**src/rtl/timer_borrow_ctrl_if.sv**
```systemverilog
// rtl/timer_borrow_ctrl_if.sv - signal bundle between the borrow-chain initiator and the button/digit/game side
interface timer_borrow_ctrl_if #(
    parameter int NUM_DIGITS = 4
);
    logic                    reconfigBtn;
    logic                    pauseIn;
    logic                    defuseIn;
    logic [4*NUM_DIGITS-1:0] timerCounts;
    logic                    noBorrowIn;
    logic                    timerReconfig;
    logic                    borrowDown;
    logic                    running;
    logic                    expired;
    logic                    defused;
    logic [2:0]              state;

    modport master (
        input  reconfigBtn, pauseIn, defuseIn, timerCounts, noBorrowIn,
        output timerReconfig, borrowDown, running, expired, defused, state
    );

    modport slave (
        output reconfigBtn, pauseIn, defuseIn, timerCounts, noBorrowIn,
        input  timerReconfig, borrowDown, running, expired, defused, state
    );
endinterface

```
**src/rtl/timer_borrow_ctrl.sv**
```systemverilog
// rtl/timer_borrow_ctrl.sv - borrow-chain initiator: two-press reconfig sequencing, tick borrows, expiry/defuse
module timer_borrow_ctrl #(
    parameter int TICK_DIV   = 50000000,
    parameter int NUM_DIGITS = 4
) (
    input  logic                clk,
    input  logic                rst,
    timer_borrow_ctrl_if.master bus
);
    localparam int PW = (TICK_DIV > 1) ? $clog2(TICK_DIV) : 1;
    localparam logic [PW-1:0] PRESC_LAST = PW'(TICK_DIV - 1);

    typedef enum logic [2:0] {
        IDLE    = 3'd0,
        LOADED  = 3'd1,
        ARMED   = 3'd2,
        RUN     = 3'd3,
        EXPIRED = 3'd4,
        DEFUSED = 3'd5
    } state_t;

    state_t        stateQ;
    state_t        stateD;
    logic [PW-1:0] prescQ;
    logic [PW-1:0] prescD;
    logic          borrowQ;
    logic          borrowD;
    logic          btnQ;
    logic          reconfigQ;
    logic          btnEdge;
    logic          countsZero;

    assign btnEdge = bus.reconfigBtn & ~btnQ;

    always_comb begin
        countsZero = 1'b1;
        for (int i = 0; i < NUM_DIGITS; i++) begin
            if (bus.timerCounts[4*i +: 4] != 4'd0) begin
                countsZero = 1'b0;
            end
        end
    end

    always_ff @(posedge clk or posedge rst) begin
        if (rst) begin
            btnQ      <= 1'b0;
            reconfigQ <= 1'b0;
        end else begin
            btnQ      <= bus.reconfigBtn;
            reconfigQ <= btnEdge;
        end
    end

    always_ff @(posedge clk or posedge rst) begin
        if (rst) begin
            stateQ  <= IDLE;
            prescQ  <= '0;
            borrowQ <= 1'b0;
        end else begin
            stateQ  <= stateD;
            prescQ  <= prescD;
            borrowQ <= borrowD;
        end
    end

    // A borrow is only requested from the plain counting branch, so any exit from RUN suppresses it.
    always_comb begin
        stateD  = stateQ;
        prescD  = prescQ;
        borrowD = 1'b0;
        case (stateQ)
            IDLE: begin
                if (btnEdge) stateD = LOADED;
            end
            LOADED: begin
                if (btnEdge) stateD = ARMED;
            end
            ARMED: begin
                stateD = RUN;
                prescD = '0;
            end
            RUN: begin
                if (btnEdge) begin
                    stateD = LOADED;
                    prescD = '0;
                end else if (countsZero || bus.noBorrowIn) begin
                    stateD = EXPIRED;
                end else if (bus.defuseIn) begin
                    stateD = DEFUSED;
                end else if (!bus.pauseIn) begin
                    if (prescQ == PRESC_LAST) begin
                        prescD  = '0;
                        borrowD = 1'b1;
                    end else begin
                        prescD = prescQ + PW'(1);
                    end
                end
            end
            EXPIRED, DEFUSED: begin
                if (btnEdge) stateD = LOADED;
            end
            default: begin
                stateD = IDLE;
            end
        endcase
    end

    assign bus.timerReconfig = reconfigQ;
    assign bus.borrowDown    = borrowQ;
    assign bus.running       = (stateQ == RUN);
    assign bus.expired       = (stateQ == EXPIRED);
    assign bus.defused       = (stateQ == DEFUSED);
    assign bus.state         = stateQ;
endmodule
```
**src/flat_wrapper.sv**
```systemverilog
// flat-port wrapper written by rule: the top's interface ports become plain ports
module timer_borrow_ctrl_flat 
#(
    parameter int TICK_DIV   = 50000000,
    parameter int NUM_DIGITS = 4
)
  (clk, rst, bus_reconfigBtn, bus_pauseIn, bus_defuseIn, bus_timerCounts, bus_noBorrowIn, bus_timerReconfig, bus_borrowDown, bus_running, bus_expired, bus_defused, bus_state);
  timer_borrow_ctrl_if #(.NUM_DIGITS(NUM_DIGITS)) bus_i ();
  input  logic clk;
  input  logic rst;
  input wire logic [$bits(bus_i.reconfigBtn)-1:0] bus_reconfigBtn;
  input wire logic [$bits(bus_i.pauseIn)-1:0] bus_pauseIn;
  input wire logic [$bits(bus_i.defuseIn)-1:0] bus_defuseIn;
  input wire logic [$bits(bus_i.timerCounts)-1:0] bus_timerCounts;
  input wire logic [$bits(bus_i.noBorrowIn)-1:0] bus_noBorrowIn;
  output wire logic [$bits(bus_i.timerReconfig)-1:0] bus_timerReconfig;
  output wire logic [$bits(bus_i.borrowDown)-1:0] bus_borrowDown;
  output wire logic [$bits(bus_i.running)-1:0] bus_running;
  output wire logic [$bits(bus_i.expired)-1:0] bus_expired;
  output wire logic [$bits(bus_i.defused)-1:0] bus_defused;
  output wire logic [$bits(bus_i.state)-1:0] bus_state;
  assign bus_i.reconfigBtn = bus_reconfigBtn;
  assign bus_i.pauseIn = bus_pauseIn;
  assign bus_i.defuseIn = bus_defuseIn;
  assign bus_i.timerCounts = bus_timerCounts;
  assign bus_i.noBorrowIn = bus_noBorrowIn;
  assign bus_timerReconfig = bus_i.timerReconfig;
  assign bus_borrowDown = bus_i.borrowDown;
  assign bus_running = bus_i.running;
  assign bus_expired = bus_i.expired;
  assign bus_defused = bus_i.defused;
  assign bus_state = bus_i.state;
  timer_borrow_ctrl #(.TICK_DIV(TICK_DIV), .NUM_DIGITS(NUM_DIGITS)) u_core (.clk(clk), .rst(rst), .bus(bus_i));
endmodule
```
**config.mk**
```make
export PLATFORM = sky130hd
export DESIGN_NAME = timer_borrow_ctrl_flat
export DESIGN_NICKNAME = d
export VERILOG_FILES = /design/src/rtl/timer_borrow_ctrl_if.sv /design/src/rtl/timer_borrow_ctrl.sv /design/src/flat_wrapper.sv
export SDC_FILE = /design/constraint.sdc
export NUM_CORES = 1
export LEC_CHECK = 0
export BUFFER_PORTS_ARGS = -buffer_cell sky130_fd_sc_hd__buf_2
export CORE_ASPECT_RATIO = 0.9
export CORE_MARGIN = 2
export CORE_UTILIZATION = 55
export CTS_BUF_LIST = sky130_fd_sc_hd__clkbuf_16
export CTS_CLUSTER_DIAMETER = 120
export DETAILED_ROUTE_END_ITERATION = 6
export GPL_ROUTABILITY_DRIVEN = 0
export PLACE_DENSITY = 0.77
export SLEW_MARGIN = 20
export SYNTH_ARGS = -nofsm -noshare
export SYNTH_HDL_FRONTEND = slang
export SYNTH_SLANG_ARGS = --single-unit
```
**constraint.sdc**
```tcl
create_clock -name clk -period 3.3 [get_ports clk]
set_input_delay 0.99 -clock clk [delete_from_list [all_inputs] [get_ports clk]]
set_output_delay 0.99 -clock clk [all_outputs]
set_load 0.05 [all_outputs]
```
==> results.md <==
* Status: completed
* Min-delay src: u_core.prescQ[17]
* Number of global-route vias before repair at 1627
* Critical path capture point type: flop
* Slew headroom at 0.588
* Post-synth cell types at roughly 50
* Fin crit share at 0.747
* CTS tree: built
* Area growth syn-to-layout at 15.1%
* Routed WL at approximately 4.7 mm
* Post-Syn Instances at approximately 210
* IO Pins at 30
* Vias per cell at 6.17
* Yosys synthesis warning count at 0
* CTS sink cnt at 32
* Final Skew at roughly 0.0053 ns
* Core region area at approximately 3400 sq um
* Pre-antenna DRT Iters at 4
* Max-cap viol count at 0
* Worst path max stage delay at about 0.40 ns
* Final cell count without fillers at between 200 and 300
* Buffers on Ports at 29
* R2R Setup Slk at 0.96 ns
* R2R Path End: u_core.prescQ[4]
* Setup violators final at 0
* Post-Syn Area at just under 2000 sq um
* Root Buffer: clkbuf_16
* Worst-path maximum fanout at 14
* Worst EP arrival at 2.62 ns
* Setup TNS at 0 ns
* GR Util All Layers at 0.264
* Power density cells at ~590 nW/um^2
* CP Cell Sequence: buf_2 > nor4_1 > nand4_1 > a21oi_4 > nor2_1 > buf_4 > a221o_1
* Synth top area cells: dfrtp_1 40%, nand2_1 3.6%, nor2_1 3.6%
* CTS buffer count at 5
* CTS clk-pin slew, worst paths at 0.05 ns
* Post-CTS sizing at 0
* Die area at approximately 4100 sq um
* CTS H-Tree Depth at 2
* Worst skew pair latency at about 0.28 ns
* R2R depth at 7
* Vias at between 1.5k and 2k
* HPWL Detailed at between 3 and 4 mm
* Post-synth EDFFs at 0
* Yosys top cell by area: dfrtp_1
* Filler Cells Inserted at 290
* Standby leakage power at approximately 1.1 nW
* Hold WC Path Type: flop to flop
* Seq cells post-synth at 32
* Critical-path top delay cell: a21oi_4
* WL/cell at 16.5 um
* Async S/R FF share, synth at 1.00
* First-pass GRT wire length at 8.01 mm
* Die boundary height at between 60 and 70 um
* Quantity of hold-fixing buffers added after cts at 0
* Worst EP required at 3.45 ns
* Largest net degree at the start of global routing at 33
* Antenna-violating nets left at 0
* Mapped Avg Cell Area at ~9.5 sq um
* Row cnt at 20
* Type of origin of the critical path: input pin
* DIE WIDTH at just under 70 um
* Post-synth top area share at 0.404
* Post-CTS setup buffers at 0
* Antenna violations before repair at 0
* Layout cells sized above 1 at 0.236
* Ant. Diodes at 0
* Worst-Margin Slew at 0.615 ns
* Grt ovf at 0
* Initial Util at 0.583
* Initial DRC count at ~180
* F_max at between 0.4 and 0.5 GHz
* Final instance area at 2280 sq um
* Top-count cell post-synth: dfrtp_1
* Post-synthesis sequential area ratio at 0.404
* Most frequent cells after synthesis: 32 x dfrtp_1, 19 x nand2_1, 19 x nor2_1
* Reg2reg start: u_core.prescQ[0]
* Min-Delay Endpoint: u_core.prescQ[17]
* Ys flop type: dfrtp_1
* Endpoints failing hold at 0
* WHS Path Cells at 1
* Total power draw at ~1.3 mW
* Syn nets at 231
* Maximum vdd drop at a little over 0.4 mV
* Nets at between 200 and 300
* Number of placed cells counting well taps at approximately 280
* Crit path time final at 2.47 ns
* Clock buffer depth at 2
* Setup repair after global routing missed its margin: no
* Area after DPL at approximately 2100 sq um
* Drt drc at 0
* CP Class: input pin to flop
* Fin. max-slew vios at 0
## metal layers
metal  global-route usage  vias to the layer above  part of all wire
li1                     -                      858                 -
met1                0.391                      859              0.48
met2                0.396                       46              0.47
met3               0.0557                        2             0.046
met4               0.0700                        0            0.0019
met5                    0                        -                 0
## placed cells by master, fill, tap and decap left out, types with 4 or more instances in the layout
cell / netlist / layout
inv_1: 6 / 8
a21o_1: 8 / 8
o21ai_0: 8 / 8
nand3_1: 14 / 14
dfrtp_1: 32 / 32
nand2_1: 19 / 19
a21oi_1: 4 / 4
and2_1: 4 / 4
a22o_1: 6 / 6
nor4_1: 10 / 10
nor2_1: 19 / 19
and3_1: 10 / 10
buf_4: 1 / 5
a221o_1: 7 / 7
nand4_1: 9 / 9
buf_2: 2 / 29
clkbuf_16: 0 / 5
## flip-flops by register name (all words and copies together) (netlist names)
| register | flops |
|---|---|
| u_core.btnQ | 1 |
| u_core.bus.timerReconfig | 1 |
| u_core.bus.state | 3 |
| u_core.prescQ | 26 |
| u_core.bus.borrowDown | 1 |
## layout make-up
| type | instances | area, sq um | share of cell area |
|---|---|---|---|
| repair buffers | 34 | 183 | 0.0800 |
| clock inverters | 3 | 11.3 | 0.00493 |
| clock buffers | 5 | 125 | 0.0548 |
| well taps | 44 | 55.1 | 0.0241 |
| flip-flops and latches | 32 | 801 | 0.350 |
| inverters | 6 | 22.5 | 0.00986 |
| multi-input cells | 162 | 1090 | 0.476 |
## power by group
group	total, mW	leakage, nW	internal [mW]	switching (mW)
sequential	0.471	0.439	0.418	0.0531
clock	0.428	0.0738	0.271	0.158
combinational	0.443	0.565	0.144	0.300
total	1.34	1.08	0.833	0.510
## through the flow
stage | hold slack [ns] | util | setup slack [ns]
final | 0.562 | 0.671 | 0.834
after global routing | 0.570 | 0.671 | 0.671
after CTS | 0.548 | 0.671 | 0.839
after detailed placement | 0.539 | 0.631 | 0.570
after global placement | 0.535 | 0.631 | 0.619
after floorplan | 0.492 | - | 0.673
## worst max-delay path: cells and delay by family
kind,cells,cell delay (ns)
AO/OA/AOI/OAI,2,0.70
AND/OR/NAND/NOR,3,0.64
buffers and inverters,2,0.29
## cell families (layout without fill, tap and decap cells)
group / count (synthesis) / in the layout / synth area share
adder cells (fa/ha/maj): 1 / 1 / 0.00630
AO/OA/AOI/OAI: 50 / 50 / 0.201
AND/OR/NAND/NOR: 108 / 108 / 0.325
XOR/XNOR: 1 / 1 / 0.00441
flip-flops: 32 / 32 / 0.404
buffers and inverters: 14 / 48 / 0.0485
multiplexers: 2 / 2 / 0.0107
## worst max path at each step
stage	endpoint	slack (ns)	cells after the start	start
4_1_cts	u_core.prescQ[4]	0.84	7	bus_timerCounts[9]
6_report	u_core.prescQ[4]	0.83	7	bus_timerCounts[9]
2_1_floorplan	bus_expired	0.67	2	u_core.bus.state[1]
5_1_grt	u_core.prescQ[16]	0.67	6	bus_reconfigBtn
3_3_place_gp	u_core.prescQ[5]	0.62	7	bus_timerCounts[2]
3_5_place_dp	u_core.prescQ[12]	0.57	7	bus_timerCounts[9]
Note: power is estimated with default switching activity, not from simulation.
